**config.mk**
```make
export PLATFORM = sky130hd
export DESIGN_NAME = alpha_scan_ctrl
export DESIGN_NICKNAME = d
export VERILOG_FILES = /design/src/rtl/alpha_scan_ctrl.sv
export SDC_FILE = /design/constraint.sdc
export NUM_CORES = 1
export LEC_CHECK = 0
export ABC_AREA = 1
export BUFFER_PORTS_ARGS = -buffer_cell sky130_fd_sc_hd__buf_2
export CORE_ASPECT_RATIO = 1.2
export CORE_MARGIN = 10
export CORE_UTILIZATION = 35
export DETAILED_ROUTE_END_ITERATION = 10
export PLACE_DENSITY = 0.6
export SYNTH_ARGS = -nofsm -noshare
export SYNTH_HDL_FRONTEND = slang
export SYNTH_SLANG_ARGS = --single-unit
```
**constraint.sdc**
```tcl
create_clock -name clk -period 1.8 [get_ports clk]
set_clock_uncertainty 0.2 [all_clocks]
set_input_delay 0.09 -clock clk [delete_from_list [all_inputs] [get_ports clk]]
set_output_delay 0.09 -clock clk [all_outputs]
set_load 0.02 [all_outputs]
```
**src/rtl/alpha_scan_ctrl.sv**
```systemverilog
// Multiplexed 14-segment alphanumeric scan controller with a writable message buffer.
// Optional macro SCROLL_EN enables message scrolling every SCROLL_DIV frames.
module alpha_scan_ctrl #(
   parameter int DIGITS     = 4,
   parameter int MSG_LEN    = 16,
   parameter int SCAN_DIV   = 1000,
   parameter int SCROLL_DIV = 50
) (
   input  logic                       clk,
   input  logic                       rst_n,
   input  logic                       enable,
   input  logic                       wr_en,
   input  logic [$clog2(MSG_LEN)-1:0] wr_addr,
   input  logic [4:0]                 wr_data,
   output logic [4:0]                 code,
   output logic [DIGITS-1:0]          dig_sel,
   output logic                       frame_pulse
);
   localparam int AW = $clog2(MSG_LEN);
   localparam int IW = $clog2(DIGITS);
   localparam int DW = (SCAN_DIV > 1) ? $clog2(SCAN_DIV) : 1;

   typedef enum logic [1:0] {IDLE, BLANK, DRIVE} state_t;

   state_t            state;
   logic [IW-1:0]     idx;
   logic [DW-1:0]     div;
   logic [4:0]        msg [MSG_LEN];
   logic [AW-1:0]     offset;
   logic [AW-1:0]     rd_addr;
   logic              drive_end;
   logic              last_digit;
   logic              fp_next;
   logic [DIGITS-1:0] one;

   assign one        = {{(DIGITS-1){1'b0}}, 1'b1};
   assign rd_addr    = offset + AW'(idx);
   assign drive_end  = (state == DRIVE) && (div == DW'(SCAN_DIV-1));
   assign last_digit = (idx == IW'(DIGITS-1));
   // Registered pulse must land on the final DRIVE cycle, so it is armed one cycle early.
   assign fp_next    = last_digit &&
                       (((state == BLANK) && (SCAN_DIV == 1)) ||
                        ((state == DRIVE) && (32'(div) + 2 == SCAN_DIV)));

   always_ff @(posedge clk) begin
      if (!rst_n) begin
         for (int i = 0; i < MSG_LEN; i++) msg[i] <= '0;
      end else if (wr_en) begin
         msg[wr_addr] <= wr_data;
      end
   end

   always_ff @(posedge clk) begin
      if (!rst_n) begin
         state       <= IDLE;
         idx         <= '0;
         div         <= '0;
         code        <= '0;
         dig_sel     <= '0;
         frame_pulse <= 1'b0;
      end else if (!enable) begin
         state       <= IDLE;
         idx         <= '0;
         div         <= '0;
         dig_sel     <= '0;
         frame_pulse <= 1'b0;
      end else begin
         frame_pulse <= fp_next;
         case (state)
            IDLE: state <= BLANK;
            BLANK: begin
               code    <= msg[rd_addr];
               div     <= '0;
               dig_sel <= one << idx;
               state   <= DRIVE;
            end
            DRIVE: begin
               code <= msg[rd_addr];
               if (drive_end) begin
                  dig_sel <= '0;
                  div     <= '0;
                  idx     <= last_digit ? '0 : idx + 1'b1;
                  state   <= BLANK;
               end else begin
                  div <= div + 1'b1;
               end
            end
            default: state <= IDLE;
         endcase
      end
   end

`ifdef SCROLL_EN
   localparam int SW = (SCROLL_DIV > 1) ? $clog2(SCROLL_DIV) : 1;
   logic [SW-1:0] scroll_cnt;

   // Offset steps on the frame-ending edge, so the next BLANK (idx=0) already sees it.
   always_ff @(posedge clk) begin
      if (!rst_n) begin
         offset     <= '0;
         scroll_cnt <= '0;
      end else if (enable && drive_end && last_digit) begin
         if (scroll_cnt == SW'(SCROLL_DIV-1)) begin
            scroll_cnt <= '0;
            offset     <= offset + 1'b1;
         end else begin
            scroll_cnt <= scroll_cnt + 1'b1;
         end
      end
   end
`else
   assign offset = '0;
`endif

endmodule

```
==> flow_summary.toml, run 1 <==
[status]
status = "complete, no violations"

[synth]
synth_cells = 274
synth_nets = 298
synth-edff-count = 20
syn_area_um2 = 2192
ys_ff_latch = 44
async_reset_ff_share_pct = 0
yosys-top-cells-count = "nor2_1 (64), nand2_1 (46), inv_1 (37)"
yosys-top-cells-area = "edfxtp_1 (27%), dfxtp_1 (22%), nor2_1 (11%)"
avgSynthCellArea_um2 = 8.000
yosys.cell_types.count = 19
yosysTopAreaCell = "edfxtp_1"
ys_seq_area_share_pct = 49.32
synthFlopType = "dfxtp_1"
synth_top_area_share_pct = 27.40
yosys_warnings = 0
yosysMostFrequentCell = "nor2_1"

[layout]
layout-drive-gt1-share_pct = 15.92
diodes = 0
areaGrowthSynthToFinish_pct = 20.55
fin_nets = 337
fillCellCount = 640
final_area_um2 = 2643

[timing]
setup_viol = 0
fmax_mhz = 630.4
hold_violations = 0
slew_headroom_pct = 76.97
post-route-period-util_pct = 88.12
final.setup.worst_slack_ns = 0.2138
setup_tns_ns = 0
slew_violations = 0
worst_pin_slew_ns = 0.3451
fin_crit_ns = 1.586
whs_ns = 0.06445
rsz0062_at_grt = "no"

[critical_path]
path_buf_inv = 1
required_ns = 1.84
worst_setup_path_end_kind = "flop"
critPathKind = "flop to flop"
cpPeakStageDelay_ns = 0.37
crit_chain = "inv_1 > ha_4 > nand3_2 > nor2_4 > nand2_1 > xor2_1 > nor2_1"
rrSetupSlack_ns = 0.21
cp_max_fo = 5
start_kind = "flop"
ff2ff_path_depth = 7
cp_data_arrival_time_ns = 1.62
critPathSlowestCell = "dfxtp_2"
r2r-end = "div[5]"
crit_family = "simple AND/OR/NAND/NOR gates"
r2r-start = "state[1]"

[global_routing]
grt_pass1_wl_um = 7783
grt_pass1_vias = 1774
grt_start_max_net_pins = 15
grt.busiest_layer = "met2"
grt_use_met1_pct = 10.29
grt-ovfl-total = 0
use_met2_pct = 17.32
antenna_found_initial = 0
grt_usage_pct = 9.581
use_met3_pct = 2.722

[run]
drv_cap = 0

[floorplanning]
pin_count = 23
fp.dieH_um = 106.7
core_um2 = 6051
start_util_pct = 36.23
die_area_um2 = 9842
rows = 31
dieWidth_um = 92.25

[clock_network]
cts_setup_buffers = 0
htree_levels = 2
worstSkewPairLatency_ns = 0.29
cts_tree = "built"
clock_sinks = 44
path_clk_slew_ns = 0.09
cts_buffers = 5
cts_root_buf = "clkbuf_8"
clock_path_buffers = 2

[route]
drc_errors = 0
drt_iter0_markers = 97
wl_per_cell_um = 11.51
routed_wl_um = 4557
via_per_inst = 4.490
antenna_left = 0
vias = 1778
first_pass_iters = 4

[worst_hold_path]
worstHoldPathCells = 3
hp-class = "input port to flop"
holdPathEnd = "state[1]"
hp-start = "rst_n"

[pwr]
clock_power_share_pct = 37.0
p_int_mw = 1.536
seq_power_share_pct = 55.1
power_density_nw_per_um2 = 749.7
p_leak_nw = 1.160
p_comb_share_pct = 7.8
netSwitchingFraction_pct = 22.45
vdd_drop_max_uv = 352.8
switchingPower_uw = 444.8

[placed_design]
dp_hpwl_um = 3568
gp_congestion = 0.8609
portBuffers = 22
dp_slack_ns = 0.03765
post_dp_cell_area_um2 = 2444
==> what timing repair did <==
action                                 4_1_cts  5_1_grt
hold buffers                                 6        0
endpoints found under the hold margin       22        0
resized for setup                            0        6
setup endpoints to repair                    0       16
==> cells by family (layout without fill, tap and decap cells) <==
group	count (synthesis)	after routing	share of synthesized area, %
flip-flops	44	44	49.32
buffers and inverters	40	80	6.963
adder cells (fa/ha/maj)	11	11	6.278
AND/OR/NAND/NOR	144	144	28.42
XOR/XNOR	6	6	2.397
AO/OA/AOI/OAI	29	29	6.621
==> flip-flops by register name, summed over array words and instances, names as in the netlist <==
| register | cells |
|---|---|
| frame_pulse | 1 |
| dig_sel | 4 |
| div | 10 |
| code | 5 |
| msg | 20 |
| state | 2 |
| idx | 2 |
==> placed cells by master (no fill, tap or decap), types with 2 or more instances in the layout <==
cell type,n
dfxtp_1,22
nand2_1,46
nor2_1,64
clkbuf_8,6
a21oi_1,9
nand4_1,5
nand3_1,19
buf_2,22
buf_4,7
nand2_4,2
inv_1,37
edfxtp_1,20
dfxtp_2,2
ha_1,9
nand3_2,2
nor2_4,2
dlygate4sd3_1,6
xor2_1,6
o21ai_0,20
nand2_2,2
==> power groups by stage <==
stage	Combinational (mW)	Clock (mW)	Sequential, mW
floorplan	0.0779	0	1.12
global placement	0.141	0	1.11
detailed placement	0.143	0	1.12
CTS	0.152	0.754	1.09
global route	0.176	0.808	1.10
finish	0.155	0.734	1.09
==> per-layer routing <==
metal / wire (um) / vias to the layer above
met2: 2326 / 31
li1: - / 953
met4: 80 / 0
met5: 0 / -
met3: 126 / 8
met1: 2023 / 786
==> worst max path at each step <==
stage / startpoint / endpoint / depth (start not counted)
final: state[1] / div[5] / 7
after floorplan: state[0] / div[5] / 7
after global routing: state[0] / frame_pulse / 8
after detailed placement: state[0] / div[5] / 7
after CTS: state[0] / div[5] / 7
after global placement: state[0] / div[8] / 7
==> worst reg2reg max path, delay by kind of cell, from the launching register on <==
| family | cells | cell delay (ns) |
|---|---|---|
| flip-flops | 1 | 0.37 |
| AND/OR/NAND/NOR | 4 | 0.43 |
| adder cells (fa/ha/maj) | 1 | 0.31 |
| buffers and inverters | 1 | 0.09 |
| XOR/XNOR | 1 | 0.15 |
==> cell type report <==
class	instances	area, um^2	share of cell area [%]
Sequential cell	44	1084	41.00
Multi-Input combinational cell	190	978.4	37.03
Timing Repair Buffer	35	222.7	8.428
Inverter	37	138.9	5.256
Clock buffer	7	107.6	4.072
Tap cell	82	102.6	3.883
Clock inverter	1	8.758	0.3314
==> stage by stage <==
step | total power, mW | cells | utilization [%]
2_1_floorplan | 1.201 | 274 | -
4_1_cts | 1.999 | 396 | 43.30
3_3_place_gp | 1.256 | 382 | 40.38
3_5_place_dp | 1.258 | 382 | 40.38
5_1_grt | 2.080 | 396 | 43.67
6_report | 1.981 | 396 | 43.67
Note: power is estimated with default switching activity, not from simulation.
==> run 2: changes to the inputs <==
==> config.mk (replaced) <==
export PLATFORM = sky130hd
export DESIGN_NAME = alpha_scan_ctrl
export DESIGN_NICKNAME = d
export VERILOG_FILES = /design/src/rtl/alpha_scan_ctrl.sv
export SDC_FILE = /design/constraint.sdc
export NUM_CORES = 1
export LEC_CHECK = 0
export CORE_ASPECT_RATIO = 1.2
export CORE_MARGIN = 10
export CORE_UTILIZATION = 35
export DETAILED_ROUTE_END_ITERATION = 10
export DONT_BUFFER_PORTS = 1
export PLACE_DENSITY = 0.57
export SYNTH_ARGS = -nofsm -noshare
export SYNTH_HDL_FRONTEND = slang
export SYNTH_SLANG_ARGS = --single-unit
==> flow_summary.toml, run 2 <==
[floorplanning]
die_area_um2 = 9604
core_um2 = 5973
fp.dieH_um = 105.4
dieWidth_um = 91.15
pin_count = 23
rows = 31
start_util_pct = 35.59

[pwr]
p_int_mw = 1.566
seq_power_share_pct = 54.6
switchingPower_uw = 439.8
p_comb_share_pct = 8.0
netSwitchingFraction_pct = 21.92
power_density_nw_per_um2 = 709.5
p_leak_nw = 1.050
clock_power_share_pct = 37.4
vdd_drop_max_uv = 368.1
finalPower_mw = 2.006

[synth]
ys_ff_latch = 44
ys_seq_area_share_pct = 50.85
yosysTopAreaCell = "edfxtp_1"
yosysMostFrequentCell = "dfxtp_1"
yosys-top-cells-count = "dfxtp_1 (24), nand2_1 (22), edfxtp_1 (20)"
yosys_warnings = 0
yosys.cell_types.count = 37
synth_nets = 229
synth-edff-count = 20
yosys-top-cells-area = "edfxtp_1 (28%), dfxtp_1 (23%), ha_1 (6.5%)"
synth_top_area_share_pct = 28.25
synthFlopType = "dfxtp_1"
synth_cells = 205
avgSynthCellArea_um2 = 10.37
async_reset_ff_share_pct = 0
syn_area_um2 = 2126

[global_routing]
grt_pass1_vias = 1721
use_met2_pct = 18.03
grt_pass1_wl_um = 7838
grt_use_met1_pct = 10.26
grt.busiest_layer = "met2"
use_met3_pct = 2.981
grt_start_max_net_pins = 15
grt_usage_pct = 9.996
grt-ovfl-total = 0
antenna_found_initial = 0

[route]
first_pass_iters = 4
vias = 1616
routed_wl_um = 4597
via_per_inst = 4.767
wl_per_cell_um = 13.56
antenna_left = 0
drc_errors = 0
drt_iter0_markers = 44

[layout]
finish.utilization_pct = 47.34
finalNonFillerCells = 339
diodes = 0
top_regs = "msg: 20 flops, div: 10 flops, code: 5 flops"
regMostFlops = "msg"
fin_nets = 280
final_common_cell = "buf_4"
final_cell_mix = "buf_4 (35), nand2_1 (22), dfxtp_1 (20), edfxtp_1 (20), nor2_1 (17)"
final_area_um2 = 2828
areaGrowthSynthToFinish_pct = 33.02
layout-drive-gt1-share_pct = 27.63
largest_register_ff_count = 20

[critical_path]
rrSetupSlack_ns = -0.11
start_kind = "flop"
critPathKind = "flop to flop"
required_ns = 1.84
cp_data_arrival_time_ns = 1.95
r2r-start = "div[3]"
cp_max_fo = 2
worst_setup_path_end_kind = "flop"
r2r-end = "idx[0]"
ff2ff_path_depth = 4

[timing]
hold_violations = 0
fin_crit_ns = 1.914
setup_tns_ns = -0.4575
whs_ns = 0.03976
fmax_mhz = 522.6
slew_violations = 0
rsz0062_at_grt = "yes"
worst_pin_slew_ns = 0.3768
setup_viol = 11
post-route-period-util_pct = 106.3
slew_headroom_pct = 74.80
final.setup.worst_slack_ns = -0.1135

[worst_hold_path]
worstHoldPathCells = 3
hp-class = "input port to flop"
holdPathEnd = "msg[1][3]"
hp-start = "wr_addr[0]"

[status]
violations = "setup timing"
status = "complete, but fails checks"

[clock_network]
worstSkewPairLatency_ns = 0.30
clock_path_buffers = 2
path_clk_slew_ns = 0.09
htree_levels = 2
cts_root_buf = "clkbuf_8"
cts_tree = "built"
cts_buffers = 5
clock_sinks = 44

[placed_design]
gp_congestion = 0.8011
dp_slack_ns = -0.1421
portBuffers = 0
placedCellCount = 313
post_dp_cell_area_um2 = 2460
dp_hpwl_um = 3522

[run]
drv_cap = 0
run 2: critical path, cell delays in order (launching register included):
cell,delay (ns)
dfxtp_2,0.33
or3b_4,0.39
or4_4,0.49
or3_4,0.34
a21oi_2,0.11
run 2: layout make-up:
| type | instances | area (um^2) |
|---|---|---|
| clock buffers | 5 | 68.82 |
| flip-flops and latches | 44 | 1086 |
| fillers | 584 | 3146 |
| inverters | 15 | 56.30 |
| well taps | 82 | 102.6 |
| multi-input cells | 137 | 1025 |
| clock inverters | 3 | 42.54 |
| repair buffers | 53 | 446.7 |
run 2: timing repair:
| action | 4_1_cts | 5_1_grt |
|---|---|---|
| endpoints found under the setup margin | 15 | 24 |
| pin swaps | 2 | 4 |
| buffers inserted | 1 | 2 |
| resized for setup | 8 | 12 |
| hold buffers | 15 | 0 |
| hold endpoints to repair | 56 | 0 |
run 2: cell families after synthesis:
group | share of synthesized area (%)
AND/OR/NAND/NOR | 21.48
flip-flops | 50.85
buffers and inverters | 4.296
AO/OA/AOI/OAI | 7.829
adder cells (fa/ha/maj) | 6.474
XOR/XNOR | 3.296
multiplexers | 5.768
run 2: layer usage:
layer / part of all wire, % / wire (um)
met5: 0 / 0
met4: 2.5 / 113
met1: 39 / 1805
met3: 3.8 / 173
met2: 54 / 2504
run 2: worst max-delay path by stage:
stage / start / to / slack, ns / cells after the start
6_report: div[3] / idx[0] / -0.11 / 4
5_1_grt: div[3] / idx[0] / -0.18 / 4
4_1_cts: div[3] / idx[0] / -0.12 / 4
3_5_place_dp: state[1] / dig_sel[2] / -0.14 / 6
3_3_place_gp: div[3] / idx[0] / -0.08 / 4
2_1_floorplan: div[3] / idx[0] / -0.14 / 4
run 2: power by group through the flow:
stage               Clock (mW)  Sequential [mW]  Combinational, mW
floorplan                    0             1.11             0.0754
global placement             0             1.12              0.112
detailed placement           0             1.12              0.114
CTS                      0.776             1.10              0.148
global route             0.809             1.10              0.177
finish                   0.751             1.10              0.160
==> run 3: changes to the inputs <==
--- a/config.mk
+++ b/config.mk
@@ -5,12 +5,12 @@
 export SDC_FILE = /design/constraint.sdc
 export NUM_CORES = 1
 export LEC_CHECK = 0
+export BUFFER_PORTS_ARGS = -buffer_cell sky130_fd_sc_hd__buf_2
 export CORE_ASPECT_RATIO = 1.2
 export CORE_MARGIN = 10
 export CORE_UTILIZATION = 35
 export DETAILED_ROUTE_END_ITERATION = 10
-export DONT_BUFFER_PORTS = 1
-export PLACE_DENSITY = 0.57
+export PLACE_DENSITY = 0.6
 export SYNTH_ARGS = -nofsm -noshare
 export SYNTH_HDL_FRONTEND = slang
 export SYNTH_SLANG_ARGS = --single-unit
==> flow_summary.toml, run 3 (synthesized netlist as in run 2, its figures left out) <==
[status]
status = "complete, but fails checks"
violations = "setup timing"

[pwr]
p_leak_nw = 1.081
power_density_nw_per_um2 = 663.3
finalPower_mw = 1.854
vdd_drop_max_uv = 408.6

[global_routing]
grt_usage_pct = 9.686
grt_pass1_wl_um = 7576
grt_pass1_vias = 1679
grt-ovfl-total = 0
antenna_found_initial = 0
grt_start_max_net_pins = 15

[timing]
whs_ns = 0.02273
final.setup.worst_slack_ns = -0.1292
hold_violations = 0
post-route-period-util_pct = 107.2
fmax_mhz = 518.3
worst_pin_slew_ns = 0.3025
slew_headroom_pct = 79.56
fin_crit_ns = 1.929
slew_violations = 0
rsz0062_at_grt = "yes"
setup_viol = 2

[route]
routed_wl_um = 4485
vias = 1622
drt_iter0_markers = 42
via_per_inst = 4.634
first_pass_iters = 4
drc_errors = 0
wl_per_cell_um = 12.81
antenna_left = 0

[worst_hold_path]
worstHoldPathCells = 3
hp-start = "rst_n"
holdPathEnd = "code[3]"
hp-class = "input port to flop"

[layout]
final_area_um2 = 2795
final_common_cell = "buf_4"
ff_latch_area_um2 = 1086
final_cell_mix = "buf_4 (33), nand2_1 (22), buf_2 (22)"
top_regs = "msg: 20 flops, div: 10 flops, code: 5 flops"
regMostFlops = "msg"
fillCellCount = 587
fin_nets = 291
layout-drive-gt1-share_pct = 31.72
multi_input_area_um2 = 996.0
diodes = 0
areaGrowthSynthToFinish_pct = 31.49
largest_register_ff_count = 20

[critical_path]
start_kind = "flop"
worst_setup_path_end_kind = "flop"
ff2ff_path_depth = 4
rrSetupSlack_ns = -0.13
cp_data_arrival_time_ns = 1.96
r2r-start = "div[4]"
cp_max_fo = 2
critPathKind = "flop to flop"
r2r-end = "idx[0]"
required_ns = 1.83

[placed_design]
gp_congestion = 0.8070
dp_hpwl_um = 3362
post_dp_cell_area_um2 = 2560
dp_slack_ns = -0.1044
portBuffers = 22

[clock_network]
clock_path_buffers = 2
htree_levels = 2
cts_root_buf = "clkbuf_8"
worstSkewPairLatency_ns = 0.30
clock_sinks = 44
path_clk_slew_ns = 0.08
cts_buffers = 5
cts_tree = "built"

[floorplanning]
pin_count = 23
rows = 31
die_area_um2 = 9604
start_util_pct = 35.59
dieWidth_um = 91.15
fp.dieH_um = 105.4
core_um2 = 5973

[run]
drv_cap = 0
==> run 3: area by class of cell <==
cell class | instances | share of cell area [%]
timing repair buffer | 64 | 16.79
clock buffer | 7 | 2.731
tap | 82 | 3.671
inverter | 15 | 2.014
clock inverter | 1 | 0.3133
multi-input combinational | 137 | 35.63
sequential | 44 | 38.85
==> run 3: worst max path at each step <==
stage          cells past startpoint      to  startpoint
6_report                           4  idx[0]      div[4]
5_1_grt                            4  idx[0]      div[4]
3_5_place_dp                       4  idx[0]      div[4]
4_1_cts                            4  idx[0]      div[3]
2_1_floorplan                      4  idx[0]      div[3]
3_3_place_gp                       4  idx[0]      div[4]
==> run 3: routing by layer <==
metal  up-vias  wire [um]  GRT usage, %
met4         0         77         3.924
met2        28       2366         18.08
li1        840          -             -
met3         7        180         3.336
met5         -          0             0
met1       747       1860         9.497
==> run 3: through the flow <==
step / util [%] / cells / setup TNS (ns)
global placement: 42.86 / 332 / -0.1159
global route: 46.80 / 350 / -0.6580
CTS: 45.92 / 347 / -0.1216
floorplan: - / 205 / -0.5389
finish: 46.80 / 350 / -0.1414
detailed placement: 42.86 / 332 / -0.2376
==> run 3: critical path, cell delays in order (launching register included) <==
cell and delay [ns]:
dfxtp_2 0.33, or3b_4 0.39, or4_4 0.48, or3_4 0.34
a21oi_2 0.13
==> run 3: repair_timing <==
item | in CTS | in global routing
pin swaps | 0 | 2
hold endpoints to repair | 25 | 0
hold buffers | 6 | 0
setup endpoints to repair | 10 | 20
gates resized for setup | 5 | 8
buffers inserted | 1 | 3
==> run 3: report_power, final <==
| part | switching (mW) | internal [mW] | total (mW) | leakage, nW |
|---|---|---|---|---|
| registers | 0.0109 | 1.08 | 1.09 | 0.387 |
| clock network | 0.330 | 0.277 | 0.608 | 0.0424 |
| logic | 0.0868 | 0.0732 | 0.160 | 0.652 |
